--- src/rtl/traffic_pkg.sv ---
// Shared definitions for the parameterised traffic-light controller:
// state encodings, state/timer widths and a counter-width helper.
package traffic_pkg;

  localparam int unsigned STATE_W = 3;
  localparam int unsigned TIMER_W = 32;

  typedef enum logic [STATE_W-1:0] {
    ST_ALLRED = 3'd0,
    ST_GREEN  = 3'd1,
    ST_YELLOW = 3'd2,
    ST_FLASH  = 3'd3
  } state_e;

  // Width of a counter that must hold the values 0..div-1 (at least 1 bit).
  function automatic int unsigned cnt_width(input int unsigned div);
    return (div > 1) ? $clog2(div) : 1;
  endfunction

endpackage

--- src/rtl/tick_prescaler.sv ---
// Free-running clk divider; emits a registered 1-clk tick once every DIV clks,
// first tick DIV clks after reset release.
module tick_prescaler
  import traffic_pkg::*;
#(
  parameter int unsigned DIV = 100
) (
  input  logic clk,
  input  logic reset,
  output logic tick
);

  localparam int unsigned      CNT_W = cnt_width(DIV);
  localparam logic [CNT_W-1:0] LAST  = CNT_W'(DIV - 1);

  logic [CNT_W-1:0] r_cnt;
  logic [CNT_W-1:0] w_cnt_nxt;
  logic             r_tick;

  always_comb begin
    w_cnt_nxt = (r_cnt == LAST) ? '0 : r_cnt + CNT_W'(1);
  end

  // Tick is registered so it is high exactly while the count sits at DIV-1.
  always_ff @(posedge clk or negedge reset) begin
    if (!reset) begin
      r_cnt  <= '0;
      r_tick <= 1'b0;
    end else begin
      r_cnt  <= w_cnt_nxt;
      r_tick <= (w_cnt_nxt == LAST);
    end
  end

  assign tick = r_tick;

endmodule

--- src/rtl/traffic_lights_param.sv ---
// Multi-phase traffic-light controller with pedestrian walk service and a
// night-time flashing-yellow mode; every output comes straight from a register.
module traffic_lights_param
  import traffic_pkg::*;
#(
  parameter int unsigned NUM_PHASES   = 4,
  parameter int unsigned GREEN_TICKS  = 20,
  parameter int unsigned YELLOW_TICKS = 3,
  parameter int unsigned ALLRED_TICKS = 1,
  parameter int unsigned PED_TICKS    = 10,
  parameter int unsigned TICK_DIV     = 100
) (
  input  logic                          clk,
  input  logic                          reset,
  input  logic [NUM_PHASES-1:0]         ped_req,
  input  logic                          night_mode,
  output logic [NUM_PHASES-1:0]         veh_red,
  output logic [NUM_PHASES-1:0]         veh_yel,
  output logic [NUM_PHASES-1:0]         veh_grn,
  output logic [NUM_PHASES-1:0]         ped_walk,
  output logic [STATE_W-1:0]            state,
  output logic [$clog2(NUM_PHASES)-1:0] phase,
  output logic [TIMER_W-1:0]            timer
);

  localparam int unsigned        PH_W       = $clog2(NUM_PHASES);
  localparam logic [PH_W-1:0]    PH_LAST    = PH_W'(NUM_PHASES - 1);
  localparam logic [TIMER_W-1:0] T_GREEN    = TIMER_W'(GREEN_TICKS - 1);
  localparam logic [TIMER_W-1:0] T_YELLOW   = TIMER_W'(YELLOW_TICKS - 1);
  localparam logic [TIMER_W-1:0] T_ALLRED   = TIMER_W'(ALLRED_TICKS - 1);
  localparam logic [TIMER_W-1:0] T_WALK_MIN = TIMER_W'(GREEN_TICKS - PED_TICKS);

  logic w_tick;

  state_e                r_state,   w_state_nxt;
  logic [PH_W-1:0]       r_phase,   w_phase_nxt;
  logic [TIMER_W-1:0]    r_timer,   w_timer_nxt;
  logic [NUM_PHASES-1:0] r_pending, w_pending_nxt;
  logic                  r_grant,   w_grant_nxt;
  logic                  r_flash,   w_flash_nxt;
  logic [NUM_PHASES-1:0] w_clr;
  logic [NUM_PHASES-1:0] w_oh_nxt;

  logic [NUM_PHASES-1:0] r_red,  w_red_nxt;
  logic [NUM_PHASES-1:0] r_yel,  w_yel_nxt;
  logic [NUM_PHASES-1:0] r_grn,  w_grn_nxt;
  logic [NUM_PHASES-1:0] r_walk, w_walk_nxt;

  tick_prescaler #(
    .DIV (TICK_DIV)
  ) u_tick_prescaler (
    .clk   (clk),
    .reset (reset),
    .tick  (w_tick)
  );

  // Next-state: states advance only on a tick whose timer has reached zero.
  always_comb begin
    w_state_nxt = r_state;
    w_phase_nxt = r_phase;
    w_timer_nxt = r_timer;
    w_grant_nxt = r_grant;
    w_flash_nxt = r_flash;
    w_clr       = '0;

    if (w_tick) begin
      if (r_timer != '0) begin
        w_timer_nxt = r_timer - TIMER_W'(1);
      end else begin
        case (r_state)
          ST_ALLRED: begin
            if (night_mode) begin
              w_state_nxt = ST_FLASH;
              w_timer_nxt = '0;
              w_flash_nxt = 1'b1;
            end else begin
              w_state_nxt = ST_GREEN;
              w_timer_nxt = T_GREEN;
              w_grant_nxt = r_pending[r_phase];
              w_clr       = NUM_PHASES'(1) << r_phase;
            end
          end
          ST_GREEN: begin
            w_state_nxt = ST_YELLOW;
            w_timer_nxt = T_YELLOW;
            w_grant_nxt = 1'b0;
          end
          ST_YELLOW: begin
            w_state_nxt = ST_ALLRED;
            w_timer_nxt = T_ALLRED;
            w_phase_nxt = (r_phase == PH_LAST) ? '0 : r_phase + PH_W'(1);
          end
          ST_FLASH: begin
            if (night_mode) begin
              w_flash_nxt = ~r_flash;
            end else begin
              w_state_nxt = ST_ALLRED;
              w_timer_nxt = T_ALLRED;
              w_phase_nxt = '0;
              w_flash_nxt = 1'b0;
            end
          end
          default: begin
            w_state_nxt = ST_ALLRED;
            w_timer_nxt = T_ALLRED;
            w_phase_nxt = '0;
          end
        endcase
      end
    end

    // A request landing on the green-entry edge is kept for the next green.
    w_pending_nxt = (r_pending & ~w_clr) | ped_req;
  end

  // Lamp decode from next-state values so the lamp registers track the state.
  always_comb begin
    w_oh_nxt   = NUM_PHASES'(1) << w_phase_nxt;
    w_red_nxt  = '0;
    w_yel_nxt  = '0;
    w_grn_nxt  = '0;
    w_walk_nxt = '0;
    case (w_state_nxt)
      ST_ALLRED: w_red_nxt = '1;
      ST_GREEN: begin
        w_grn_nxt = w_oh_nxt;
        w_red_nxt = ~w_oh_nxt;
        if (w_grant_nxt && (w_timer_nxt >= T_WALK_MIN)) begin
          w_walk_nxt = w_oh_nxt;
        end
      end
      ST_YELLOW: begin
        w_yel_nxt = w_oh_nxt;
        w_red_nxt = ~w_oh_nxt;
      end
      ST_FLASH:  w_yel_nxt = {NUM_PHASES{w_flash_nxt}};
      default:   w_red_nxt = '1;
    endcase
  end

  always_ff @(posedge clk or negedge reset) begin
    if (!reset) begin
      r_state   <= ST_ALLRED;
      r_phase   <= '0;
      r_timer   <= T_ALLRED;
      r_pending <= '0;
      r_grant   <= 1'b0;
      r_flash   <= 1'b0;
      r_red     <= '1;
      r_yel     <= '0;
      r_grn     <= '0;
      r_walk    <= '0;
    end else begin
      r_state   <= w_state_nxt;
      r_phase   <= w_phase_nxt;
      r_timer   <= w_timer_nxt;
      r_pending <= w_pending_nxt;
      r_grant   <= w_grant_nxt;
      r_flash   <= w_flash_nxt;
      r_red     <= w_red_nxt;
      r_yel     <= w_yel_nxt;
      r_grn     <= w_grn_nxt;
      r_walk    <= w_walk_nxt;
    end
  end

  assign state    = r_state;
  assign phase    = r_phase;
  assign timer    = r_timer;
  assign veh_red  = r_red;
  assign veh_yel  = r_yel;
  assign veh_grn  = r_grn;
  assign ped_walk = r_walk;

endmodule

--- config.mk ---
export PLATFORM = sky130hd
export DESIGN_NAME = traffic_lights_param
export DESIGN_NICKNAME = d
export VERILOG_FILES = /design/src/rtl/traffic_pkg.sv /design/src/rtl/tick_prescaler.sv /design/src/rtl/traffic_lights_param.sv
export SDC_FILE = /design/constraint.sdc
export NUM_CORES = 1
export LEC_CHECK = 0
export CAP_MARGIN = 20
export CORE_ASPECT_RATIO = 0.75
export CORE_MARGIN = 2
export CORE_UTILIZATION = 48
export DETAILED_ROUTE_END_ITERATION = 16
export HOLD_SLACK_MARGIN = 0.02
export PLACE_DENSITY = 0.72
export SYNTH_ARGS = -nofsm -noshare
export SYNTH_HDL_FRONTEND = slang
export SYNTH_SLANG_ARGS = --single-unit
--- constraint.sdc ---
create_clock -name clk -period 2.8 [get_ports clk]
set_input_delay 0.42 -clock clk [delete_from_list [all_inputs] [get_ports clk]]
set_output_delay 0.42 -clock clk [all_outputs]
set_load 0.02 [all_outputs]
==> results.sh, run 1 <==
export IMPL_status="finished, violations left"
export IMPL_violations="negative setup slack"
export IMPL_grt_pass1_wl_mm=18.2
export IMPL_ys_seq_elements=67
export IMPL_crit_type="reg -> reg"
export IMPL_syn_area_per_cell_um2=9.61
export IMPL_timing_rr_end="ped_walk[2]"
export IMPL_final_max_slew_viol_count=0
export IMPL_num_rows=27
export IMPL_final_min_clock_period_ns=3.19
export IMPL_final_util=0.773
export IMPL_wire_per_inst_um=18.8
export IMPL_finalHoldViolations=0
export IMPL_end_kind="flip-flop"
export IMPL_power_density_mw_per_mm2=344
export IMPL_synth_area_top_cells="dfrtp_1 44%, nor2_1 3.7%, nor3_1 3.5%"
export IMPL_cts_root_buf="clkbuf_8"
export IMPL_yosys_warnings=0
export IMPL_ys_types=52
export IMPL_insertion_delay_ns=0.37
export IMPL_reg2reg_slack_ns=-0.39
export IMPL_yosysSeqAreaShare=0.468
export IMPL_vias_per_cell=5.91
export IMPL_p_leak_nw=2.49
export IMPL_grt_usage=0.282
export IMPL_crit_family="simple AND/OR/NAND/NOR gates"
export IMPL_cts_sinks=67
export IMPL_setup_viol=6
export IMPL_syn2layout_area_growth_pct=57.0
export IMPL_slowest_stage="or4_4"
export IMPL_cts_made_buffers=9
export IMPL_fin_nets=559
export IMPL_tightest_slew_ns=0.871
export IMPL_finalSetupTns_ns=-1.60
export IMPL_routabilityCongestion=0.919
export IMPL_cp_num_buf_inv=0
export IMPL_slew_headroom=0.420
export IMPL_die_height_um=79.0
export IMPL_synth_top_area_frac=0.438
export IMPL_antenna_found_initial=0
export IMPL_cts_hold_buf=0
export IMPL_irDropWorstVdd_v=0.000312
export IMPL_start_kind="flip-flop"
export IMPL_yosys_top_cells_count="63 x dfrtp_1, 35 x nor2_1, 27 x nand2_1, 25 x nor3_1, 22 x o21ai_0"
export IMPL_cts_tree="done"
export IMPL_crit_path_cell_trace="or4_4 -> or3_4 -> or3_4 -> nor3_4 -> xor2_1 -> or4_4 -> nor4_2 -> and4b_2 -> nor3_1"
export IMPL_drive_gt1_frac=0.379
export IMPL_startpoint="timer[26]"
export IMPL_grt_util_met1=0.413
export IMPL_clock_skew_ns=0.0186
export IMPL_first_iter_violations=247
export IMPL_hpwl_mm=7.92
export IMPL_whs_ns=0.225
export IMPL_start_util=0.493
export IMPL_globalRouteMet3Util=0.0575
export IMPL_firstDrtPassIters=6
export IMPL_synthCells=374
export IMPL_worstPathRequired_ns=3.04
export IMPL_antenna_left=0
export IMPL_grt_max_degree=68
export IMPL_pin_count=60
export IMPL_chipWidth_um=104
export IMPL_die_area_mm2=0.00821
export IMPL_r2r_cells=9
export IMPL_timing_final_ws_setup_ns=-0.389
export IMPL_max_stage_delay_ns=0.54
export IMPL_cp_max_fo=5
export IMPL_yosysMostFrequentCell="dfrtp_1"
export IMPL_period_share=1.14
export IMPL_core_area_mm2=0.00730
export IMPL_path_clk_slew_ns=0.09
export IMPL_overflow=0
export IMPL_hold_class="in -> async"
export IMPL_syn_area_mm2=0.00360
export IMPL_r2r_start="timer[26]"
export IMPL_grt_busiest_layer="met2"
export IMPL_synthArstFlopShare=1.00
export IMPL_synth_main_ff_cell="dfrtp_1"
export IMPL_grt_pass1_vias=3615
export IMPL_rsz0062_at_grt="true"
export IMPL_syn_num_nets=389
export IMPL_drv_cap=0
export IMPL_antennaDiodeCount=0
export IMPL_cts_htree_levels=3
export IMPL_fmax_mhz=314
export IMPL_clockBufferDepth=2
export IMPL_io_buffers=59
export IMPL_grt_met2_usage=0.430
export IMPL_cp_arrival_ns=3.43
export IMPL_yosysTopAreaCell="dfrtp_1"
export IMPL_synth_edff_count=0
export IMPL_drc=0
export IMPL_vias=3842
export IMPL_routed_wl_mm=12.2
kinds of logic (layout without fill, tap and decap cells):
kind of cell / count (synthesis) / count (layout) / synth area share
compound gates: 74 / 74 / 0.144
xor+xnor: 13 / 13 / 0.0317
fa+ha+maj: 8 / 8 / 0.0278
buf+inv: 28 / 203 / 0.0317
mux: 6 / 6 / 0.0202
simple gates: 178 / 178 / 0.277
flops: 67 / 67 / 0.468
flip-flops by register name (all words and copies together), names as in the netlist:
register / count
timer: 32
u_tick_prescaler.r_cnt: 7
ped_walk: 4
r_pending: 4
veh_grn: 4
veh_red: 4
veh_yel: 4
state: 3
phase: 2
r_flash: 1
r_grant: 1
u_tick_prescaler.tick: 1
per-stage QoR:
stage | instances | cell area, um^2 | setup slack [ns] | power [W]
after floorplan | 374 | 3620 | -0.306 | 0.000991
after global placement | 618 | 5000 | -0.292 | 0.00102
after detailed placement | 618 | 5000 | -0.386 | 0.00102
after CTS | 642 | 5390 | -0.287 | 0.00195
after global routing | 650 | 5640 | -0.507 | 0.00200
final | 650 | 5640 | -0.389 | 0.00194
cell usage in the layout, fill, tap and decap left out, types with 5 or more instances in the layout:
cell type	n
a21o_1	5
a21oi_1	8
and3_1	6
buf_4	112
clkbuf_8	9
clkdlybuf4s50_1	58
dfrtp_1	53
dfrtp_2	10
ha_1	7
inv_1	10
mux2i_1	5
nand2_1	23
nand3_1	15
nand4_1	8
nor2_1	32
nor3_1	20
nor4_1	7
nor4_2	7
o21ai_0	18
o31ai_1	6
or3_1	7
or3_4	5
xor2_1	8
power by group:
group	internal [W]	leakage (nW)	switching (W)
logic	0.0000107	1.57	0.0000239
clock network	0.000507	0.110	0.000435
registers	0.000967	0.811	0.0000000000000000000783
total	0.00149	2.49	0.000458
how the worst max path moves through the flow:
stage / endpoint / slack [ns] / depth (start not counted)
2_1_floorplan: ped_walk[2] / -0.31 / 9
3_3_place_gp: ped_walk[1] / -0.29 / 9
3_5_place_dp: ped_walk[2] / -0.39 / 9
4_1_cts: ped_walk[2] / -0.29 / 9
5_1_grt: ped_walk[1] / -0.51 / 11
6_report: ped_walk[2] / -0.39 / 9
layout make-up:
| class | count | area [um^2] |
|---|---|---|
| Timing Repair Buffer | 173 | 1450 |
| Multi-Input combinational cell | 279 | 2100 |
| Inverter | 14 | 52.6 |
| Tap cell | 101 | 126 |
| Clock buffer | 9 | 124 |
| Clock inverter | 7 | 98.8 |
| Fill cell | 489 | 1650 |
| Sequential cell | 67 | 1690 |
per-layer routing:
| layer | share of wire | routed length [um] | up-vias |
|---|---|---|---|
| met4 | 0.015 | 189 | 0 |
| met5 | 0 | 0 | - |
| li1 | - | - | 1737 |
| met1 | 0.44 | 5400 | 1880 |
| met2 | 0.47 | 5710 | 196 |
| met3 | 0.074 | 907 | 29 |
repair_timing:
| action | CTS | global route |
|---|---|---|
| pin swaps | 4 | 3 |
| resized for setup | 21 | 46 |
| endpoints found under the hold margin | 0 | 0 |
| setup endpoints to repair | 16 | 21 |
| setup buffers | 8 | 8 |
No activity file was read; power rests on OpenSTA's default activity.
==> run 2, diff against run 1 <==
--- a/config.mk
+++ b/config.mk
@@ -8,10 +8,11 @@
 export CAP_MARGIN = 20
 export CORE_ASPECT_RATIO = 0.75
 export CORE_MARGIN = 2
-export CORE_UTILIZATION = 48
+export CORE_UTILIZATION = 25
 export DETAILED_ROUTE_END_ITERATION = 16
+export DONT_BUFFER_PORTS = 1
 export HOLD_SLACK_MARGIN = 0.02
-export PLACE_DENSITY = 0.72
+export PLACE_DENSITY = 0.36
 export SYNTH_ARGS = -nofsm -noshare
 export SYNTH_HDL_FRONTEND = slang
 export SYNTH_SLANG_ARGS = --single-unit
==> results.sh, run 2 (synthesized netlist as in run 1, its figures left out) <==
export IMPL_status="finished, violations left"
export IMPL_violations="negative setup slack"
export IMPL_chipWidth_um=142
export IMPL_crit_family="simple AND/OR/NAND/NOR gates"
export IMPL_crit_type="reg -> reg"
export IMPL_largest_reg_flops=32
export IMPL_io_buffers=0
export IMPL_vias=3395
export IMPL_fmax_mhz=312
export IMPL_routabilityCongestion=0.846
export IMPL_finalSetupTns_ns=-1.58
export IMPL_core_area_mm2=0.0139
export IMPL_cp_num_buf_inv=2
export IMPL_grt_pass1_vias=3352
export IMPL_final_cell_mix="124 x buf_4, 54 x dfrtp_1, 30 x nor2_1, 24 x nand2_1, 20 x nor3_1"
export IMPL_drc=0
export IMPL_insertion_delay_ns=0.34
export IMPL_p_leak_nw=2.47
export IMPL_dpl_cell_area_mm2=0.00473
export IMPL_final_max_slew_viol_count=0
export IMPL_start_util=0.259
export IMPL_r2r_start="timer[1]"
export IMPL_min_to="r_pending[0]"
export IMPL_drive_gt1_frac=0.432
export IMPL_die_area_mm2=0.0154
export IMPL_crit_path_cell_trace="buf_4 -> nor4_4 -> buf_4 -> nand3_2 -> or3_1 -> and2_1 -> a211o_1 -> or4_4 -> nor4_4 -> and4b_2 -> nor3_1"
export IMPL_drv_cap=0
export IMPL_hold_start="ped_req[0]"
export IMPL_start_kind="flip-flop"
export IMPL_cts_sinks=67
export IMPL_grt_usage=0.167
export IMPL_clock_skew_ns=0.00912
export IMPL_slew_headroom=0.500
export IMPL_antenna_left=0
export IMPL_clockBufferDepth=2
export IMPL_grt_max_degree=68
export IMPL_pin_count=60
export IMPL_vias_per_cell=4.94
export IMPL_wire_per_inst_um=17.8
export IMPL_period_share=1.14
export IMPL_reg2reg_slack_ns=-0.40
export IMPL_setup_viol=5
export IMPL_final_min_clock_period_ns=3.20
export IMPL_grt_pass1_wl_mm=19.3
export IMPL_preCtsSetupSlack_ns=-0.525
export IMPL_cts_root_buf="clkbuf_16"
export IMPL_routed_wl_mm=12.2
export IMPL_fin_nets=522
export IMPL_finalHoldViolations=0
export IMPL_cp_arrival_ns=3.43
export IMPL_rsz0062_at_grt="true"
export IMPL_firstDrtPassIters=4
export IMPL_hold_class="in -> reg"
export IMPL_path_clk_slew_ns=0.06
export IMPL_cts_made_buffers=9
export IMPL_min_path_cells=1
export IMPL_cts_htree_levels=3
export IMPL_n_fill_cell=1385
export IMPL_worstPathRequired_ns=3.02
export IMPL_die_height_um=108
export IMPL_final_area_mm2=0.00546
export IMPL_antennaDiodeCount=0
export IMPL_first_iter_violations=211
export IMPL_cts_tree="done"
export IMPL_overflow=0
export IMPL_power_density_mw_per_mm2=414
export IMPL_timing_rr_end="ped_walk[3]"
export IMPL_end_kind="flip-flop"
export IMPL_final_common_cell="buf_4"
export IMPL_syn2layout_area_growth_pct=51.9
export IMPL_cp_max_fo=4
export IMPL_slowest_stage="or4_4"
export IMPL_final_util=0.393
export IMPL_antenna_found_initial=0
export IMPL_tightest_slew_ns=0.741
export IMPL_timing_final_ws_setup_ns=-0.402
export IMPL_hpwl_mm=9.15
export IMPL_irDropWorstVdd_v=0.000250
export IMPL_r2r_cells=11
export IMPL_num_rows=37
export IMPL_max_stage_delay_ns=0.55
==> run 2: cell types whose count changed in the layout (fill, tap and decap cells not counted), sizes merged <==
cell           change
dlygate4sd3        +1
clkdlybuf4s50     -58
buf               +20
inv                -1
clkinvlp           +1
==> run 2: worst max path at each step <==
stage	to	slack, ns	cells after the start	from
after global routing	ped_walk[0]	-0.55	12	timer[7]
after global placement	ped_walk[2]	-0.51	11	timer[0]
after CTS	ped_walk[3]	-0.41	12	timer[7]
after detailed placement	ped_walk[2]	-0.52	12	timer[0]
after floorplan	ped_walk[2]	-0.31	9	timer[9]
final	ped_walk[3]	-0.40	11	timer[1]
==> run 2: layout make-up <==
class	instances	area, um^2	share of cell area
multi-input cells	279	2060	0.378
flip-flops and latches	67	1690	0.310
repair buffers	136	1110	0.203
clock buffers	9	225	0.0412
well taps	175	219	0.0401
clock inverters	7	101	0.0186
inverters	14	52.6	0.00962
==> run 2: stage by stage <==
step / instances / hold slack (ns) / total power [W]
detailed placement: 659 / 0.127 / 0.000992
global placement: 659 / 0.127 / 0.000992
global route: 687 / 0.164 / 0.00234
finish: 687 / 0.176 / 0.00226
floorplan: 374 / 0.124 / 0.000991
CTS: 681 / 0.164 / 0.00230
==> run 2: layer usage <==
| metal | global-route usage | share of wire | wire length, um |
|---|---|---|---|
| met5 | 0 | 0 | 0 |
| met4 | 0.0424 | 0.010 | 122 |
| met3 | 0.0578 | 0.072 | 886 |
| met2 | 0.224 | 0.41 | 4970 |
| met1 | 0.250 | 0.51 | 6250 |
==> run 2: what timing repair did <==
item | CTS | global route
setup buffers | 5 | 6
pin swaps | 5 | 5
setup endpoints to repair | 20 | 17
hold endpoints to repair | 67 | 0
hold buffers | 2 | 0
resized for setup | 15 | 55
==> run 2: power by group <==
| group | internal [W] | switching (W) |
|---|---|---|
| Sequential | 0.000968 | 0.0000000000000000000665 |
| Combinational | 0.00000820 | 0.0000228 |
| Clock | 0.000786 | 0.000474 |
| Total | 0.00176 | 0.000497 |
